[src/rtl/hazard_ctrl.sv]
// rtl/hazard_ctrl.sv - stall/flush/halt sequencer for the 5-stage RV32I pipeline (optional perf counters: HAZARD_PERF_EN)
module hazard_ctrl #(
  parameter int DRAIN_CYCLES = 3,
  parameter int CNT_W        = 32
) (
  input  logic       clk,
  input  logic       reset,
  input  logic [4:0] rs1_d,
  input  logic [4:0] rs2_d,
  input  logic       use_rs1_d,
  input  logic       use_rs2_d,
  input  logic       halt_d,
  input  logic [4:0] rd_e,
  input  logic       memread_e,
  input  logic       redirect_e,
  input  logic       memreq_m,
  input  logic       dmem_ready,
  output logic       stall_f,
  output logic       stall_d,
  output logic       flush_d,
  output logic       stall_e,
  output logic       flush_e,
  output logic       stall_m,
  output logic       flush_w,
  output logic       halted
`ifdef HAZARD_PERF_EN
  ,
  output logic [CNT_W-1:0] lu_cnt,
  output logic [CNT_W-1:0] redir_cnt,
  output logic [CNT_W-1:0] dw_cnt
`endif
);

  localparam int CW = (DRAIN_CYCLES > 1) ? $clog2(DRAIN_CYCLES) : 1;

  typedef enum logic [1:0] {RUN, DRAIN, HALTED} state_t;

  state_t        state;
  logic [CW-1:0] drain_cnt;

  logic rs1_hit;
  logic rs2_hit;
  logic lu;
  logic dw;
  logic halt_go;

  // load-use needs a real destination; x0 is never a dependency
  assign rs1_hit = use_rs1_d && (rs1_d == rd_e);
  assign rs2_hit = use_rs2_d && (rs2_d == rd_e);
  assign lu      = memread_e && (rd_e != 5'd0) && (rs1_hit || rs2_hit);
  assign dw      = memreq_m && !dmem_ready;
  // halt instr may only leave D on a cycle where nothing stalls or kills it
  assign halt_go = halt_d && !dw && !redirect_e && !lu;

  // combinational pipeline-register controls, priority dw > redirect > lu
  always_comb begin
    stall_f = 1'b0;
    stall_d = 1'b0;
    flush_d = 1'b0;
    stall_e = 1'b0;
    flush_e = 1'b0;
    stall_m = 1'b0;
    flush_w = 1'b0;
    case (state)
      RUN: begin
        if (dw) begin
          stall_f = 1'b1;
          stall_d = 1'b1;
          stall_e = 1'b1;
          stall_m = 1'b1;
          flush_w = 1'b1;
        end else if (redirect_e) begin
          flush_d = 1'b1;
          flush_e = 1'b1;
        end else if (lu) begin
          stall_f = 1'b1;
          stall_d = 1'b1;
          flush_e = 1'b1;
        end
      end
      DRAIN: begin
        stall_f = 1'b1;
        if (dw) begin
          stall_d = 1'b1;
          stall_e = 1'b1;
          stall_m = 1'b1;
          flush_w = 1'b1;
        end else begin
          flush_d = 1'b1;
        end
      end
      HALTED: begin
        stall_f = 1'b1;
        stall_d = 1'b1;
        stall_e = 1'b1;
        stall_m = 1'b1;
      end
      default: begin
      end
    endcase
  end

  // halt sequencer: count down non-stalled drain cycles, then freeze
  always_ff @(posedge clk) begin
    if (reset) begin
      state     <= RUN;
      drain_cnt <= '0;
      halted    <= 1'b0;
    end else begin
      case (state)
        RUN: begin
          if (halt_go) begin
            state     <= DRAIN;
            drain_cnt <= CW'(DRAIN_CYCLES - 1);
          end
        end
        DRAIN: begin
          if (!dw) begin
            if (drain_cnt == '0) begin
              state  <= HALTED;
              halted <= 1'b1;
            end else begin
              drain_cnt <= drain_cnt - 1'b1;
            end
          end
        end
        HALTED: begin
        end
        default: begin
          state <= RUN;
        end
      endcase
    end
  end

`ifdef HAZARD_PERF_EN
  logic win_lu;
  logic win_redir;
  logic win_dw;

  // only the winning rule of a cycle counts; HALTED counts nothing
  assign win_dw    = (state == RUN || state == DRAIN) && dw;
  assign win_redir = (state == RUN) && !dw && redirect_e;
  assign win_lu    = (state == RUN) && !dw && !redirect_e && lu;

  // saturating event counters
  always_ff @(posedge clk) begin
    if (reset) begin
      lu_cnt    <= '0;
      redir_cnt <= '0;
      dw_cnt    <= '0;
    end else begin
      if (win_lu && (lu_cnt != '1))
        lu_cnt <= lu_cnt + 1'b1;
      if (win_redir && (redir_cnt != '1))
        redir_cnt <= redir_cnt + 1'b1;
      if (win_dw && (dw_cnt != '1))
        dw_cnt <= dw_cnt + 1'b1;
    end
  end
`else
  logic unused_cnt_w;
  assign unused_cnt_w = (CNT_W > 0);
`endif

endmodule

[config.mk]
export PLATFORM = sky130hd
export DESIGN_NAME = hazard_ctrl
export DESIGN_NICKNAME = d
export VERILOG_FILES = /design/src/rtl/hazard_ctrl.sv
export SDC_FILE = /design/constraint.sdc
export NUM_CORES = 1
export LEC_CHECK = 0
export BUFFER_PORTS_ARGS = -buffer_cell sky130_fd_sc_hd__buf_2
export CORE_UTILIZATION = 43
export DETAILED_ROUTE_END_ITERATION = 10
export GPL_ROUTABILITY_DRIVEN = 0
export PLACE_DENSITY = 0.77
export SYNTH_ARGS = -nofsm -noshare
export SYNTH_HDL_FRONTEND = slang
export SYNTH_SLANG_ARGS = --single-unit
[constraint.sdc]
create_clock -name clk -period 3.1 [get_ports clk]
set_input_delay 0.93 -clock clk [delete_from_list [all_inputs] [get_ports clk]]
set_output_delay 0.93 -clock clk [all_outputs]
set_load 0.01 [all_outputs]
== Word level (Yosys, flattened, before mapping) ==
Index checks and enable logic that the tools add are counted.
Widths: inputs -> output; s select.

* Word-level logic and storage cells: 59
* RAM bits: 0
* Register bits after elaboration: 5
* Bits in latches: 0
* Memories: 0
* ROM bits: 0
* Output and inout port bits: 8

* Muxes and demuxes: 23
* Magnitude comparators: 0
* Equality and inequality tests: 8
* Bitwise gates (word level): 2
* Add/subtract/negate cells: 1
* Div/mod/pow operators: 0
* Reductions and logical operators: 22
* $mul: 0
* Shift operators: 0

{| class="wikitable"
|+ Operator list
! cell !! number
|-
| $mux 2 || 6
|-
| $mux 1 || 11
|-
| $eq 5x5->1 || 2
|-
| $logic_and 1x1->1 || 8
|-
| $ne 2x2->1 const B || 4
|-
| $reduce_and 4->1 || 2
|-
| $pmux 1 s2 || 3
|-
| $pmux 2 s3 || 1
|-
| $reduce_bool 5->1 || 1
|-
| $logic_not 1->1 || 4
|-
| $logic_not 2->1 || 2
|-
| $pmux 2 s2 || 1
|-
| $reduce_or 2->1 || 2
|-
| $pmux 1 s3 || 1
|-
| $reduce_and 3->1 || 1
|-
| $eq 2x1->1 const B || 1
|-
| $eq 2x2->1 const B || 1
|-
| $not 1->1 || 2
|-
| $reduce_bool 2->1 || 1
|-
| $sub 2x1->2 const B || 1
|-
| $logic_or 1x1->1 || 1
|}

== Longest topological paths before layout ==
Gate-level depths: netlist of the first run.

* Depth in word-level cells: 8
* Gate-level depth with buffers: 8

== Least setup slack after synthesis of the first run ==
No wires, ideal clock.

* Path type: input-to-output
* From: input port rd_e[3]
* To: output port stall_d
* Slack: 128 ps
* Arrival: 2,042 ps
* Buffers on the path: 0
* Stages: 6
* Required time: 2,170 ps
* Cells stage by stage: xor2_1 nor4_1 nand3_1 a21oi_2 nand3b_1 a21oi_1

* Word-level cells in the longest chain between the ends: 8

{| class="wikitable"
|+ Ends and longest elaborated chain
! item !! line !! source
|-
| start: declaration || 13 || <nowiki>input logic [4:0] rd_e,</nowiki>
|-
| $eq 5x5->1 (on tied branches) || 48, 49 ||
|-
| $logic_and 1x1->1 (on tied branches) || 48, 49 ||
|-
| $logic_or 1x1->1 || 50 || <nowiki>assign lu = memread_e && (rd_e != 5'd0) && (rs1_hit || rs2_hit);</nowiki>
|-
| $logic_and 1x1->1 (*) || 50 ||
|-
| $mux 1 (*) || 75 || <nowiki>end else if (lu) begin</nowiki>
|-
| $mux 1 (*) || 72 || <nowiki>end else if (redirect_e) begin</nowiki>
|-
| $mux 1 (*) || 66 || <nowiki>if (dw) begin</nowiki>
|-
| $pmux 1 s3 (*) || 64 || <nowiki>case (state)</nowiki>
|-
| end: declaration || 19 || <nowiki>output logic stall_d,</nowiki>
|}

Every way passes the cells marked *; elsewhere a longest branch is shown, timed or not.

== Worst setup path in the final report of the first run ==
Same ends and word-level chain as after synthesis.

==> results.txt, run 1 <==
Outcome - finished with violations
Failing checks - negative setup slack
Share of the synthesized area in the top cell type - 16.5%
Bufs and invs on worst path - 2
DR iter-0 viols - 28
Top FF cell, synth - dfxtp_1
CTS max path bufs - 2
Die X - 39.6 um
Final Instance Area - 863 um2
H-Tree Depth - 1
Comb pwr share - 44.4%
# fillers - 105
Fmax - 315 MHz
Synth cell types - 30
CTS tree - built
Worst-path cell chain - buf_6, xor2_2, nor4_2, nand3_1, a21oi_2, nand3b_1, a21oi_1, buf_2
Fin worst setup slack - -0.0725 ns
Antenna violations before repair - 0
Largest family of logic cells by synthesized area - simple AND/OR/NAND/NOR gates
Core region area - 1300 um2
Post-DR wirelength/cell - 11.4 um
Worst EP required - 2.17 ns
Post-Synth Simple-Gate Area - 24.9%
Post-synthesis adder-cell area fraction - 10.3%
Post-synth EDFFs - 0
Routed vias - 701
N_diodes - 0
Via-per-instance ratio - 5.52
Internal - 0.000181 W
Nets - 142
Die Area - 1570 um2
Dpl cells - 123
DP Area - 774 um2
Layout cells sized above 1 - 38.4%
Die Ht - 39.6 um
XOR/XNOR Fraction of Synth Area - 15.8%
Total power - 0.000279 W
PwrDens - 324 nW/um2
Most numerous cell in the Yosys netlist - nor2_1
RSZ-0062 raised after global routing - true
Fin. max-slew vios - 0
Gate Count Post-Synth - 79
Post-synthesis sequential element count - 5
Port Buf Inserts - 31
Hpwl dp - 1100 um
Largest delay share family, worst path - simple AND/OR/NAND/NOR gates
Post-route ant nets - 0
Clk pwr share - 28.4%
Minimum clock period - 3.17 ns
Number of max-cap violations - 0
Hold Buf Count CTS - 0
Ports - 32
Clk sinks - 5
Worst Skew - 0.00421 ns
Sw Pwr - 0.0000986 W
CP startpoint kind - input pin
Gr usage total - 20.1%
TritonRoute pass-1 iters - 4
Starting Density - 46.7%
Top cells by area in the synthesized netlist - dfxtp_1, xor2_1, ha_1
Register area share after synthesis - 16.5%
Root Driver - clkbuf_4
DRC violations left - 0
Final non-filler cell total - 127
Clock slew at reported path FFs - 0.04 ns
Layout area overhead - 42.0%
TritonCTS buffer count - 3
Mux share of post-synthesis cell area - 3.29%
Largest net degree at the start of global routing - 14
First-pass GRT wire length - 2110 um
CP max FO - 3
Crit path capture type - primary output
Sw frac - 35.3%
Worst-Skew Late Latency - 0.25 ns
Max rail drop VDD - 149 uV
Hold Path Class - flop to flop
Total Wirelength - 1450 um
Compound-Gate Fraction of Synth Area - 23.7%
Lkg Pwr - 0.397 nW
Max-slew headroom at the worst pin - 61.8%
Sequential power share - 27.2%
Syn Nets - 108
Crit share post-route - 102%
Crit path arrival time - 2.24 ns
Post-synth top cells - nor2_1, xor2_1
YS warnings - 0
CP max stage cell - nor4_2
Crit path kind - input pin to primary output
Final setup vio count - 2
Cell taking the most area after synthesis - dfxtp_1
Row count - 13
Mapped cell area - 608 um2
Number of global-route vias before repair - 527
Final hold violation count - 0
Slew @ Worst Pin - 0.559 ns
Max incr delay on CP - 0.26 ns
Gr ovfl total - 0
Syn_area_per_cell - 7.70 um2
Async set-or-reset flop fraction in the synthesized netlist - 0%
[path summary, 6_finish.rpt]
| check | from | to | slack [ns] | depth (start not counted) |
|---|---|---|---|---|
| hold / removal | halted | halted | 0.47 | 2 |
| setup reg to reg | state[1] | drain_cnt[1] | 1.22 | 8 |
| setup / recovery | rd_e[3] | stall_d | -0.07 | 8 |
| hold reg to reg | halted | halted | 0.47 | 2 |
[what timing repair did]
item / CTS / global route
pin swaps: 10 / 5
setup buffers: 0 / 0
setup endpoints to repair: 2 / 3
gates resized for setup: 10 / 4
[metal layers]
metal  vias to the layer above  GRT usage (%)  part of all wire [%]
li1                        349              -                     -
met1                       314           20.6                    44
met2                        36           38.5                    49
met3                         2           5.11                   6.4
met4                         0           6.03                  0.76
met5                         -              0                     0
[cell usage in the layout, fill, tap and decap left out, drive strengths merged, types with 4 or more instances in the layout]
cell type	n
nor2	9
ha	5
inv	5
a211oi	4
buf	32
xor2	8
clkbuf	4
dfxtp	5
a21oi	6
nand2b	5
[worst reg2reg max path: stages, from the launching register on]
cell and delay [ns]:
dfxtp_1 0.33, inv_1 0.12, ha_1 0.31, inv_1 0.12, nor2_1 0.19, nand2_1 0.10
a2bb2oi_1 0.14, or4_1 0.42, nand3_1 0.09
[flip-flops by register name, summed over array words and instances (netlist names)]
register   flops
state          2
drain_cnt      2
halted         1
[final cells by class]
| cell class | instances | area, um2 | share of cell area [%] |
|---|---|---|---|
| timing repair buffer | 32 | 200 | 23.2 |
| tap | 15 | 18.8 | 2.17 |
| inverter | 5 | 18.8 | 2.17 |
| sequential | 5 | 100 | 11.6 |
| multi-input combinational | 66 | 499 | 57.8 |
| clock buffer | 4 | 26.3 | 3.04 |
[cells by family (layout without fill, tap and decap cells)]
kind of cell,count (synthesis),after routing
XOR/XNOR,11,11
AO/OA/AOI/OAI,20,20
AND/OR/NAND/NOR,28,28
adder cells (fa/ha/maj),5,5
flip-flops,5,5
buffers and inverters,8,41
multiplexers,2,2
[power groups by stage]
stage	Combinational (W)	Clock (W)	Sequential, W
2_1_floorplan	0.0000741	0	0.0000765
3_3_place_gp	0.000111	0	0.0000767
3_5_place_dp	0.000113	0	0.0000769
4_1_cts	0.000119	0.0000807	0.0000758
5_1_grt	0.000137	0.0000871	0.0000768
6_report	0.000124	0.0000794	0.0000760
[metrics by stage]
stage               hold slack, ns  TNS, ns  setup slack (ns)  utilization, %
floorplan                    0.481        0             0.128               -
global placement             0.448  -0.0392           -0.0217            59.5
detailed placement           0.458   -0.153           -0.0775            59.5
CTS                          0.473  -0.0773           -0.0398            64.4
global route                 0.517   -0.325            -0.168            66.3
finish                       0.471   -0.113           -0.0725            66.3
No activity file was read; power rests on OpenSTA's default activity.
==> run 2, diff against run 1 <==
- CORE_UTILIZATION: 43 -> 39
- PLACE_DENSITY: 0.77 -> 0.74
- clock period: 3.1 -> 2.8 ns (I/O delays scaled with it)
==> run 2 against run 1 <==
The run still ends with negative setup slack left; wire length up 15%; cell count up 3.9%; utilization down 1.9 points; clock power up 4.0%; final area up 3.2%; power up 11%; critical path depth unchanged; global-route usage down 1.1 points; clock skew down 0.0036 ns; first-iteration DRC count down 43%; sequential cell count unchanged.
==> results.txt, run 2 (synthesized netlist as in run 1, its figures left out) <==
Commonest cells after routing, fill and taps aside - buf_2, nor2_1, xor2_1 (was buf_2, nor2_1, xor2_1, buf_6)
Lkg Pwr - 0.419 nW (was 0.397 nW)
Ports - 32 (unchanged)
Slew @ Worst Pin - 0.517 ns (was 0.559 ns)
Final hold violation count - 0 (unchanged)
Total Wirelength - 1660 um (was 1450 um)
CTS max path bufs - 2 (unchanged)
Port Buf Inserts - 31 (unchanged)
CP max FO - 3 (unchanged)
Minimum clock period - 3.05 ns
Crit share post-route - 109%
Gr ovfl total - 0 (unchanged)
Via-per-instance ratio - 5.45 (was 5.52)
Met3 Use GR - 7.39% (was 5.11%)
Outcome - finished with violations (unchanged)
Fin. max-slew vios - 0 (unchanged)
TritonCTS buffer count - 3 (unchanged)
Gr usage total - 19.0% (was 20.1%)
Worst-path cell chain - buf_6, xor2_2, nor4_2, nand3_1, a21oi_2, nand3b_1, a21oi_1, buf_2 (unchanged)
Final setup vio count - 3 (was 2)
N_diodes - 0 (unchanged)
Worst EP required - 1.96 ns (was 2.17 ns)
Layout area overhead - 46.5% (was 42.0%)
Fin worst setup slack - -0.250 ns (was -0.0725 ns)
Clock slew at reported path FFs - 0.04 ns (about the same)
Routed vias - 720 (was 701)
# fillers - 130 (was 105)
Post-route ant nets - 0 (unchanged)
Post-DR wirelength/cell - 12.6 um (was 11.4 um)
Total power - 0.000309 W (was 0.000279 W)
Die X - 41.5 um (was 39.6 um)
Root Driver - clkbuf_4 (unchanged)
TritonRoute pass-1 iters - 4 (unchanged)
GR Util met2 - 35.0% (was 38.5%)
Die Area - 1720 um2 (was 1570 um2)
Hpwl dp - 1230 um (was 1100 um)
Max incr delay on CP - 0.32 ns (was 0.26 ns)
Hold WS - 0.468 ns (was 0.471 ns)
Biggest regs - drain_cnt x2, state x2, halted x1 (unchanged)
Row count - 13 (unchanged)
CP startpoint kind - input pin (unchanged)
Clk sinks - 5 (unchanged)
Largest net degree at the start of global routing - 14 (unchanged)
DP Area - 805 um2 (was 774 um2)
H-Tree Depth - 1 (unchanged)
Antenna violations before repair - 0 (unchanged)
Crit path capture type - primary output (unchanged)
Worst-Skew Late Latency - 0.24 ns (was 0.25 ns)
Core region area - 1380 um2 (was 1300 um2)
Hold Buf Count CTS - 0 (unchanged)
Crit path kind - input pin to primary output (unchanged)
Number of global-route vias before repair - 632 (was 527)
Crit path arrival time - 2.21 ns (was 2.24 ns)
Number of max-cap violations - 0 (unchanged)
First-pass GRT wire length - 2550 um (was 2110 um)
DR iter-0 viols - 16 (was 28)
Most common cell after layout, fill and taps aside - buf_2 (unchanged)
Met1 Use GR - 20.4% (was 20.6%)
Fmax - 328 MHz
RSZ-0062 raised after global routing - true (unchanged)
Final Instance Area - 891 um2 (was 863 um2)
PwrDens - 347 nW/um2 (was 324 nW/um2)
GR peak layer - met2 (unchanged)
Util after Layout - 64.4% (was 66.3%)
Hold Path Class - flop to flop (unchanged)
CP max stage cell - nor4_2 (unchanged)
DRC violations left - 0 (unchanged)
Failing checks - negative setup slack (unchanged)
Starting Density - 44.0% (was 46.7%)
CTS tree - built (unchanged)
Nets - 147 (was 142)
Worst Skew - 0.000618 ns (was 0.00421 ns)
Max rail drop VDD - 329 uV (was 149 uV)
Die Ht - 41.5 um (was 39.6 um)
Layout cells sized above 1 - 40.2% (was 38.4%)
Max-slew headroom at the worst pin - 64.6% (was 61.8%)
-- run 2: power breakdown --
part / total, W / internal [W] / leakage (nW) / switching (W)
combinational: 0.000142 / 0.0000708 / 0.363 / 0.0000713
sequential: 0.0000846 / 0.0000787 / 0.0409 / 0.00000587
clock: 0.0000826 / 0.0000538 / 0.0150 / 0.0000288
-- run 2: through the flow --
stage | instances | TNS, ns | worst slack (ns)
after floorplan | 79 | 0 | 0.00847
after global placement | 127 | -0.482 | -0.197
after detailed placement | 127 | -0.552 | -0.227
after CTS | 132 | -0.426 | -0.187
after global routing | 132 | -0.725 | -0.297
final | 132 | -0.606 | -0.250
-- run 2: path summary, 6_finish.rpt --
path / to / depth (start not counted) / slack, ns / start
min: halted / 2 / 0.47 / halted
max: stall_f / 8 / -0.25 / rs1_d[2]
max reg2reg: drain_cnt[1] / 8 / 0.94 / state[1]
min reg2reg: halted / 2 / 0.47 / halted
-- run 2: layout make-up --
class | count | area (um2) | area share (%)
Tap cell | 15 | 18.8 | 2.11
Timing Repair Buffer | 37 | 235 | 26.4
Sequential cell | 5 | 100 | 11.2
Inverter | 5 | 18.8 | 2.11
Clock buffer | 4 | 26.3 | 2.95
Multi-Input combinational cell | 66 | 492 | 55.2
-- run 2: critical path: cells and delay by family --
family	cells	cell delay, ns
and+or+nand+nor	3	0.61
AOI/OAI and AO/OA	2	0.36
xor gates and xnor gates	1	0.17
buffers and inverters	2	0.24
-- run 2: what timing repair did --
action / 4_1_cts / 5_1_grt
resized for setup: 8 / 4
cloned: 0 / 0
endpoints found under the setup margin: 3 / 3
buffers inserted: 1 / 0
pin swaps: 7 / 7
-- run 2: metal layers --
| metal | part of all wire [%] | vias up |
|---|---|---|
| li1 | - | 357 |
| met1 | 40 | 327 |
| met2 | 51 | 34 |
| met3 | 7.2 | 2 |
| met4 | 1.3 | 0 |
| met5 | 0 | - |
==> run 3, diff against run 2 <==
- ABC_AREA: not set -> 1
- CORE_UTILIZATION: 39 -> 40
- RECOVER_POWER: not set -> 50
==> run 3 against run 2 <==
Worst setup slack gained 0.28 ns; utilization decreased by 2.9 points; global-route usage fell by 2.1 points; clock-buffer cell count unchanged; the run now ends clean; clock power down 2.8%; combinational power grew to 3.5 times the previous value; power rose by 130%; highest routed layer is now met3; sequential cell count unchanged; synthesized area grew 4.9%; largest power group unchanged; via count increased by 12%; critical path depth rose by 4.
==> results.txt, run 3 <==
Crit path kind - input pin to primary output (unchanged)
Gate Count Post-Synth - 122 (was 79)
Worst hold endpoint - drain_cnt[1] (was halted)
Core region area - 1510 um2 (was 1380 um2)
TNS Setup - 0 ns (was -0.606 ns)
Port Buf Inserts - 31 (unchanged)
Crit path capture type - primary output (unchanged)
Worst EP required - 1.96 ns (about the same)
Metal3 WL - 53 um (was 119 um)
DRC violations left - 0 (unchanged)
Die X - 41.9 um (was 41.5 um)
Nets - 188 (was 147)
Gr ovfl total - 0 (unchanged)
Post-route ant nets - 0 (unchanged)
Synth cell types - 16 (was 30)
Worst-Skew Late Latency - 0.24 ns (about the same)
Syn Nets - 151 (was 108)
Routed vias - 803 (was 720)
RSZ-0062 raised after global routing - true (unchanged)
Clk sinks - 5 (unchanged)
Fmax - 361 MHz (was 328 MHz)
Ports - 32 (unchanged)
Via-per-instance ratio - 4.61 (was 5.45)
Layout area overhead - 45.3% (was 46.5%)
CTS tree - built (unchanged)
Fin worst setup slack - 0.0303 ns (was -0.250 ns)
Lkg Pwr - 0.557 nW (was 0.419 nW)
Dpl cells - 168 (was 127)
Hpwl dp - 1220 um (was 1230 um)
TritonCTS buffer count - 3 (unchanged)
Most common cell after layout, fill and taps aside - nand2_1 (was buf_2)
Worst-path cell chain - buf_8, inv_6, nand2_2, nand2_1, nor2_1, nand3_1, nand2_1, nand2_2, o21ai_2, nand2_2, a21oi_2, buf_2 (was buf_6, xor2_2, nor4_2, nand3_1, a21oi_2, nand3b_1, a21oi_1, buf_2)
Hold Startpoint - drain_cnt[1] (was halted)
Fin. max-slew vios - 0 (unchanged)
Number of max-cap violations - 0 (unchanged)
Worst Hold Depth - 2 (unchanged)
Post-synthesis sequential element count - 5 (unchanged)
Hold Path Class - flop to flop (unchanged)
Reg2reg path depth - 8 (unchanged)
Root Driver - clkbuf_4 (unchanged)
Mapped cell area - 638 um2 (was 608 um2)
Worst Skew - 0.00274 ns (was 0.000618 ns)
Gr usage total - 16.9% (was 19.0%)
TritonRoute pass-1 iters - 4 (unchanged)
Async set-or-reset flop fraction in the synthesized netlist - 0% (unchanged)
Sw Pwr - 0.000344 W (was 0.000106 W)
Max-slew headroom at the worst pin - 69.0% (was 64.6%)
Die Ht - 41.9 um (was 41.5 um)
Sequential power share - 18.6% (was 27.4%)
N_diodes - 0 (unchanged)
Syn_area_per_cell - 5.23 um2 (was 7.70 um2)
Register area share after synthesis - 15.7% (was 16.5%)
PwrDens - 756 nW/um2 (was 347 nW/um2)
Wl on met1 - 760 um (was 671 um)
Clk pwr share - 11.5% (was 26.7%)
Sw frac - 49.1% (was 34.3%)
Critical R2R Capture - drain_cnt[0] (was drain_cnt[1])
Die Area - 1760 um2 (was 1720 um2)
Crit share post-route - 98.9% (was 109%)
DR iter-0 viols - 15 (was 16)
Amount of wire on met2 after detailed routing - 815 um (was 849 um)
CP max stage cell - o21ai_2 (was nor4_2)
Crit path arrival time - 1.93 ns (was 2.21 ns)
Final setup vio count - 0 (was 3)
Share of the synthesized area in the top cell type - 23.5% (was 16.5%)
Antenna violations before repair - 0 (unchanged)
RR Startpoint - state[1] (unchanged)
Post-DR wirelength/cell - 9.36 um (was 12.6 um)
Top FF cell, synth - dfxtp_1 (unchanged)
Layout cells sized above 1 - 36.1% (was 40.2%)
Top layer in use - met3 (was met4)
YS warnings - 0 (unchanged)
Comb pwr share - 70.0% (was 45.9%)
Final non-filler cell total - 174 (was 132)
Slew @ Worst Pin - 0.462 ns (was 0.517 ns)
Biggest regs - drain_cnt x2, state x2, halted x1 (unchanged)
Clock slew at reported path FFs - 0.04 ns (about the same)
Cell taking the most area after synthesis - nand2_1 (was dfxtp_1)
Starting Density - 42.4% (was 44.0%)
Row count - 14 (was 13)
Number of global-route vias before repair - 644 (was 632)
Largest net degree at the start of global routing - 8 (was 14)
Minimum clock period - 2.77 ns (was 3.05 ns)
Max rail drop VDD - 522 uV (was 329 uV)
Place WS - 0.0470 ns (was -0.227 ns)
Hold Buf Count CTS - 0 (unchanged)
H-Tree Depth - 1 (unchanged)
Outcome - finished, final reports clean (was finished with violations)
Hold WS - 0.480 ns (was 0.468 ns)
Final hold violation count - 0 (unchanged)
Total Wirelength - 1630 um (was 1660 um)
Reg-to-reg slack, setup - 1.13 ns (was 0.94 ns)
CP max FO - 3 (unchanged)
Internal - 0.000356 W (was 0.000203 W)
Post-synth EDFFs - 0 (unchanged)
First-pass GRT wire length - 2330 um (was 2550 um)
Most numerous cell on the critical path - nand2_2
Max incr delay on CP - 0.16 ns (was 0.32 ns)
Post-synth top cells - nand2_1, inv_1, nor2_1 (was nor2_1, xor2_1)
CP startpoint kind - input pin (unchanged)
Commonest cells after routing, fill and taps aside - nand2_1, buf_2, inv_1 (was buf_2, nor2_1, xor2_1)
CTS max path bufs - 2 (unchanged)
Total power - 0.000701 W (was 0.000309 W)
Top cells by area in the synthesized netlist - nand2_1, dfxtp_1, inv_1 (was dfxtp_1, xor2_1, ha_1)
Most numerous cell in the Yosys netlist - nand2_1 (was nor2_1)
[run 3: changes by cell type after synthesis, sizes merged, moves of 3 or more]
| cell | before | now |
|---|---|---|
| xor2 | 8 | 0 |
| nand2b | 5 | 0 |
| or4 | 3 | 0 |
| inv | 5 | 30 |
| xnor2 | 3 | 0 |
| nor2 | 9 | 17 |
| nand2 | 2 | 43 |
[run 3: area by class of cell]
cell class / count / area [um2]
Timing Repair Buffer: 33 / 216
Fill cell: 151 / 579
Sequential cell: 5 / 100
Tap cell: 16 / 20.0
Clock buffer: 4 / 26.3
Inverter: 30 / 125
Multi-Input combinational cell: 86 / 439
[run 3: repair_timing]
item                       in CTS  in global routing
setup endpoints to repair       0                  2
buffers inserted                0                  2
resized for setup               0                 30
[run 3: stage by stage]
step	instance area [um2]	util [%]
floorplan	638	-
global placement	806	53.5
detailed placement	806	53.5
CTS	832	55.2
global route	927	61.5
finish	927	61.5
[run 3: logic make-up (layout without fill, tap and decap cells)]
kind of cell | count (synthesis) | after routing | synth area share, %
and+or+nand+nor | 66 | 66 | 42.9
buffers and inverters | 31 | 67 | 18.8
AOI/OAI and AO/OA | 15 | 15 | 12.7
adders and majority gates | 5 | 5 | 9.80
DFF | 5 | 5 | 15.7
[run 3: worst max path at each step]
| stage | startpoint | to | slack, ns | cells past startpoint |
|---|---|---|---|---|
| finish | rd_e[2] | stall_d | 0.03 | 12 |
| global route | rs2_d[2] | stall_d | -0.06 | 12 |
| CTS | rd_e[2] | stall_d | 0.04 | 12 |
| detailed placement | rd_e[2] | stall_f | 0.05 | 12 |
| global placement | rd_e[0] | stall_d | 0.08 | 11 |
| floorplan | rd_e[1] | stall_d | 0.30 | 10 |
[run 3: layer usage]
metal | up-vias | GRT usage (%)
li1 | 438 | -
met1 | 344 | 20.3
met2 | 21 | 29.1
met3 | 0 | 2.61
met4 | 0 | 7.74
met5 | - | 0
[run 3: critical path, delay by kind of cell]
family                 cells  cell delay, ns
buffers and inverters      3            0.26
AO/OA/AOI/OAI              2            0.30
AND/OR/NAND/NOR            7            0.54
[run 3: power groups by stage]
stage / logic [W] / clock network [W] / registers [W]
floorplan: 0.000336 / 0 / 0.000126
global placement: 0.000445 / 0 / 0.000128
detailed placement: 0.000456 / 0 / 0.000131
CTS: 0.000460 / 0.0000842 / 0.000130
global route: 0.000553 / 0.0000852 / 0.000134
finish: 0.000490 / 0.0000803 / 0.000130
